File: src/rtl/opb_swreg_pkg.sv
// opb_swreg_pkg: register offsets, status bit indices and bus FSM states shared by the OPB software registers.
package opb_swreg_pkg;
  localparam logic [7:0] DATA_OFF    = 8'h00;
  localparam logic [7:0] STATUS_OFF  = 8'h04;
  localparam logic [7:0] CONTROL_OFF = 8'h08;
  localparam int ST_VALID    = 0;
  localparam int ST_OVERRUN  = 1;
  localparam int CTRL_FREEZE = 0;
  typedef enum logic {IDLE, ACK} bus_state_e;
endpackage

File: src/rtl/opb_slave_decode.sv
// opb_slave_decode: OPB window decode, IDLE/ACK handshake FSM, registered read data and latched write fields.
module opb_slave_decode
  import opb_swreg_pkg::*;
#(
  parameter logic [31:0] BASE = 32'h01102200,
  parameter logic [31:0] HIGH = 32'h011022FF
) (
  input  logic        clk,
  input  logic        rst,
  input  logic [0:31] abus,
  input  logic [0:3]  be,
  input  logic [0:31] dbus,
  input  logic        rnw,
  input  logic        select,
  input  logic [31:0] rd_data,
  output logic        ack,
  output logic [0:31] sl_dbus,
  output logic [7:0]  cur_off,
  output logic [7:0]  off_q,
  output logic        rnw_q,
  output logic [0:3]  be_q,
  output logic [31:0] wdata_q
);
  bus_state_e state_q, state_d;
  logic        take;
  logic [0:31] dbus_q, dbus_d;
  logic [7:0]  off_d;
  logic        rnw_d;
  logic [0:3]  be_d;
  logic [31:0] wdata_d;
  always_comb begin
    cur_off = {abus[24:29], 2'b00};
    take    = state_q == IDLE && select && abus >= BASE && abus <= HIGH;
    state_d = take ? ACK : IDLE;
    dbus_d  = (take && rnw) ? rd_data : '0;
    off_d   = take ? cur_off : off_q;
    rnw_d   = take ? rnw : rnw_q;
    be_d    = take ? be : be_q;
    wdata_d = take ? dbus : wdata_q;
  end
  always_ff @(posedge clk) begin
    if (rst) begin
      state_q <= IDLE;
      dbus_q  <= '0;
      off_q   <= '0;
      rnw_q   <= 1'b0;
      be_q    <= '0;
      wdata_q <= '0;
    end else begin
      state_q <= state_d;
      dbus_q  <= dbus_d;
      off_q   <= off_d;
      rnw_q   <= rnw_d;
      be_q    <= be_d;
      wdata_q <= wdata_d;
    end
  end
  assign ack     = state_q == ACK;
  assign sl_dbus = dbus_q;
endmodule

File: src/rtl/opb_register_simulink2ppc_snap.sv
// opb_register_simulink2ppc_snap: captures a fabric word on user_valid and returns it over OPB with status/freeze control.
// Optional capture counter in STATUS[31:16] is built when SIMULINK2PPC_CAPCOUNT_EN is defined.
module opb_register_simulink2ppc_snap
  import opb_swreg_pkg::*;
#(
  parameter logic [31:0] C_BASEADDR   = 32'h01102200,
  parameter logic [31:0] C_HIGHADDR   = 32'h011022FF,
  parameter int          C_OPB_AWIDTH = 32,
  parameter int          C_OPB_DWIDTH = 32,
  parameter              C_FAMILY     = "virtex6"
) (
  input  logic                    OPB_Clk,
  input  logic                    OPB_Rst,
  input  logic [0:C_OPB_AWIDTH-1] OPB_ABus,
  input  logic [0:3]              OPB_BE,
  input  logic [0:C_OPB_DWIDTH-1] OPB_DBus,
  input  logic                    OPB_RNW,
  input  logic                    OPB_select,
  input  logic                    OPB_seqAddr,
  output logic [0:C_OPB_DWIDTH-1] Sl_DBus,
  output logic                    Sl_xferAck,
  output logic                    Sl_errAck,
  output logic                    Sl_retry,
  output logic                    Sl_toutSup,
  input  logic [31:0]             user_data_in,
  input  logic                    user_valid
);
  logic        ack, rnw_q;
  logic [7:0]  cur_off, off_q;
  logic [0:3]  be_q;
  logic [31:0] wdata_q, rd_data, status;
  logic [31:0] data_q, data_d;
  logic        valid_q, valid_d, overrun_q, overrun_d, freeze_q, freeze_d;
  logic        cap, wr_st, rd_clr, ovr_clr;
  logic [15:0] count;
  logic        unused_ok;
  opb_slave_decode #(.BASE(C_BASEADDR), .HIGH(C_HIGHADDR)) u_dec (
    .clk(OPB_Clk), .rst(OPB_Rst), .abus(OPB_ABus), .be(OPB_BE), .dbus(OPB_DBus),
    .rnw(OPB_RNW), .select(OPB_select), .rd_data(rd_data), .ack(ack), .sl_dbus(Sl_DBus),
    .cur_off(cur_off), .off_q(off_q), .rnw_q(rnw_q), .be_q(be_q), .wdata_q(wdata_q)
  );
  always_comb begin
    cap       = user_valid && !freeze_q;
    wr_st     = ack && !rnw_q && off_q == STATUS_OFF;
    rd_clr    = ack && rnw_q && off_q == DATA_OFF;
    ovr_clr   = wr_st && be_q[3] && wdata_q[ST_OVERRUN];
    data_d    = cap ? user_data_in : data_q;
    valid_d   = cap || (valid_q && !rd_clr);
    overrun_d = (cap && valid_q && !rd_clr) || (overrun_q && !ovr_clr);
    freeze_d  = (ack && !rnw_q && off_q == CONTROL_OFF && be_q[3]) ? wdata_q[CTRL_FREEZE] : freeze_q;
    status    = '0;
    status[ST_VALID]   = valid_q;
    status[ST_OVERRUN] = overrun_q;
    status[31:16]      = count;
    rd_data = cur_off == DATA_OFF    ? data_q :
              cur_off == STATUS_OFF  ? status :
              cur_off == CONTROL_OFF ? {31'h0, freeze_q} : '0;
  end
  always_ff @(posedge OPB_Clk) begin
    if (OPB_Rst) begin
      data_q    <= '0;
      valid_q   <= 1'b0;
      overrun_q <= 1'b0;
      freeze_q  <= 1'b0;
    end else begin
      data_q    <= data_d;
      valid_q   <= valid_d;
      overrun_q <= overrun_d;
      freeze_q  <= freeze_d;
    end
  end
`ifdef SIMULINK2PPC_CAPCOUNT_EN
  logic [15:0] count_q, count_d;
  always_comb count_d = (wr_st && be_q[0] && wdata_q[31]) ? '0 : cap ? count_q + 16'd1 : count_q;
  always_ff @(posedge OPB_Clk) begin
    if (OPB_Rst) count_q <= '0;
    else count_q <= count_d;
  end
  assign count = count_q;
`else
  assign count = '0;
`endif
  assign Sl_xferAck = ack;
  assign Sl_errAck  = 1'b0;
  assign Sl_retry   = 1'b0;
  assign Sl_toutSup = 1'b0;
  assign unused_ok  = &{1'b0, OPB_seqAddr, be_q, wdata_q, C_FAMILY};
endmodule

File: config.mk
export PLATFORM = sky130hd
export DESIGN_NAME = opb_register_simulink2ppc_snap
export DESIGN_NICKNAME = d
export VERILOG_FILES = /design/src/rtl/opb_swreg_pkg.sv /design/src/rtl/opb_slave_decode.sv /design/src/rtl/opb_register_simulink2ppc_snap.sv
export SDC_FILE = /design/constraint.sdc
export NUM_CORES = 1
export LEC_CHECK = 0
export ABC_AREA = 1
export CAP_MARGIN = 30
export CORE_ASPECT_RATIO = 0.8
export CORE_MARGIN = 8
export CORE_UTILIZATION = 40
export CTS_CLUSTER_DIAMETER = 200
export DETAILED_ROUTE_END_ITERATION = 16
export PLACE_DENSITY = 0.93
export SYNTH_ARGS = -nofsm -noshare
export SYNTH_HDL_FRONTEND = slang
export SYNTH_SLANG_ARGS = --single-unit
export TNS_END_PERCENT = 10
File: constraint.sdc
create_clock -name OPB_Clk -period 2.8 [get_ports OPB_Clk]
set_input_delay 0.42 -clock OPB_Clk [delete_from_list [all_inputs] [get_ports OPB_Clk]]
set_output_delay 0.42 -clock OPB_Clk [all_outputs]
set_load 0.01 [all_outputs]
==> results.yml <==
logic_synthesis:
  yosysSeqAreaShare: 0.563
  synth_edf_count: 0
  yosys_warnings: 0
  synth.avg_cell_area_um2: 8.37
  synth-seq-cells: 78
  synth_xor_area_frac: 0
  synthAdderAreaFrac: 0
  synth_area_um2: 2770
  synth_top_family_by_area: "simple AND/OR/NAND/NOR gates"
  syn_inst: 331
  synth_compound_area_frac: 0.129
  ys_types: 23
  yosys.area_share.simple: 0.209
  async_reset_ff_frac: 0
  ys.flop_type: "dfxtp_1"
  synthMuxAreaShare: 0
floorplanning:
  die_area_um2: 9860
  die_w_um: 109
  fp.dieH_um: 90.5
  io_pins: 142
  core_area_um2: 6790
  start_util: 0.408
  row_count: 27
worst_hold_path:
  min_path_cells: 2
  hp-class: "flip-flop to flip-flop"
drt:
  via_count: 2469
  viasPerCell: 4.68
  dr.pass1.iters: 4
  drc: 0
  wl_per_cell_um: 13.2
  wl_mm: 6.98
  dr.first_iter.drc_count: 62
  final_antenna_net_count: 0
pwr:
  power_switching_uw: 490
  pwr-share-seq: 0.521
  vdd_drop_max_uv: 303
  switching_share: 0.222
  comb_power_share: 0.091
  cellLeakagePower_uw: 0.00159
  p_clk_frac: 0.388
  power_density_nw_per_um2: 542
  intPower_uw: 1720
clock_tree:
  clk_pin_slew_ns: 0.07
  cts_resized: 0
  clock_latency_ns: 0.34
  cts_tree: "done"
  clockBufferDepth: 2
  cts_setup_buffers: 0
  cts_hold_buf: 0
  cts_buffers: 9
  cts.sinks: 78
  cts_root_buf: "clkbuf_8"
  ctsHtreeMaxLevel: 3
finish:
  drive_above_1_share: 0.125
  final_common_cell: "clkdlybuf4s50_1"
  fill_cells: 592
  area.growth.synth_to_final_pct: 47.3
  fin_nets: 542
  post-route-cell-area_um2: 4080
  diodes: 0
  utilization: 0.601
  final_cell_mix: "clkdlybuf4s50_1, dfxtp_1, inv_1"
sta:
  fin_skew_ns: 0.0118
  slew_violations: 0
  setup_viol_count_final: 0
  finalCriticalPeriod_ns: 1.86
  rsz0062_at_grt: "false"
  finalHoldViolations: 0
  tns_ns: 0
  relSlewSlack: 0.611
  fin_ws_ns: 0.938
  max_freq_ghz: 0.537
  finalCritPeriodShare: 0.665
  worst_slew_pin_slew_ns: 0.581
global_routing:
  antenna_found_initial: 0
  grt_remaining_overflow: 0
  grt_pass1_vias: 2504
  grt_use_met3: 0.0599
  grt_pass1_wl_mm: 11.3
  grt_max_degree: 44
  grtUsageMet1: 0.148
  met2_usage: 0.249
  grt_util_all_layers: 0.144
  busiest_layer: "met2"
placement:
  portBuffers: 104
  globalplace.congestion: 0.768
  dp_hpwl_mm: 5.34
  dpl_worst_slack_ns: 0.595
  place_area_um2: 3870
critical_path:
  cp-start-kind: "input pin"
  critPathKind: "input pin to flip-flop"
  endpoint_kind: "flip-flop"
  cp.arrival_ns: 2.13
  crit_fanout: 18
  required_ns: 3.07
  reg2regPathDepth: 5
run:
  drv_cap: 0
status:
  outcome: "finished clean"
-- per-layer routing --
metal	routed length, µm	share of wire
met5	0	0
met4	171	0.024
met3	585	0.084
met2	3490	0.50
met1	2740	0.39
-- registers in the layout (all words and copies together), names as in the netlist --
signal / flops
u_dec.wdata_q: 2
u_dec.rnw_q: 1
u_dec.ack: 1
data_q: 32
u_dec.be_q: 1
valid_q: 1
freeze_q: 1
u_dec.off_q: 6
u_dec.sl_dbus: 32
overrun_q: 1
-- per-stage QoR --
step	hold slack, ns	power [µW]	std cells
floorplan	0.428	1260	333
global placement	0.432	1370	512
detailed placement	0.438	1380	512
CTS	0.449	2250	528
global route	0.458	2310	528
finish	0.445	2210	528
-- cells in the mapped netlist (2+ instances only) --
master,n,area share
nor2_1,24,0.033
nand3_1,13,0.023
o21ai_0,35,0.063
clkbuf_1,10,0.014
nor4_1,2,0.0045
buf_6,3,0.012
dfxtp_1,78,0.56
nand3b_1,2,0.0054
nand4_1,4,0.0090
a21oi_1,32,0.058
nand2_1,38,0.051
nor2_2,31,0.070
nor3_1,4,0.0072
buf_4,3,0.0081
inv_1,44,0.060
-- worst paths after layout --
check                                from                      endpoint  slack, ns
setup / recovery             OPB_ABus[20]  u_dec.sl_dbus[13]$_SDFF_PP0_       0.94
hold / removal    data_q[13]$_SDFFE_PP0P_  u_dec.sl_dbus[18]$_SDFF_PP0_       0.44
setup reg to reg    freeze_q$_SDFFE_PP0P_       data_q[13]$_SDFFE_PP0P_       1.21
hold reg to reg   data_q[13]$_SDFFE_PP0P_  u_dec.sl_dbus[18]$_SDFF_PP0_       0.44
-- power by group through the flow --
stage	Sequential (µW)	Clock (µW)	Combinational (µW)
global placement	1180	0	193
finish	1150	859	200
global route	1160	936	223
floorplan	1180	0	83.7
CTS	1150	893	200
detailed placement	1180	0	200
-- final cells by class --
| class | count | area [µm²] | share of cell area |
|---|---|---|---|
| timing repair buffer | 110 | 1090 | 0.266 |
| multi-input combinational | 193 | 952 | 0.233 |
| tap | 87 | 109 | 0.0267 |
| clock inverter | 4 | 53.8 | 0.0132 |
| inverter | 44 | 165 | 0.0405 |
| clock buffer | 12 | 155 | 0.0380 |
| sequential | 78 | 1560 | 0.382 |
-- cell families after synthesis --
group	count (synthesis)
other	1
AO/OA/AOI/OAI	70
AND/OR/NAND/NOR	120
flip-flops	78
buffers and inverters	62
-- worst max-delay path, cell delays in order --
cell	delay (ns)
clkdlybuf4s50_1	0.41
nor2_1	0.14
nand2_1	0.09
nor2_1	0.13
nand3b_1	0.10
nor2_1	0.10
nand3_1	0.14
nor2_2	0.14
nand3_2	0.09
buf_4	0.24
nor2_2	0.10
Power figures use the tool's default switching activity.
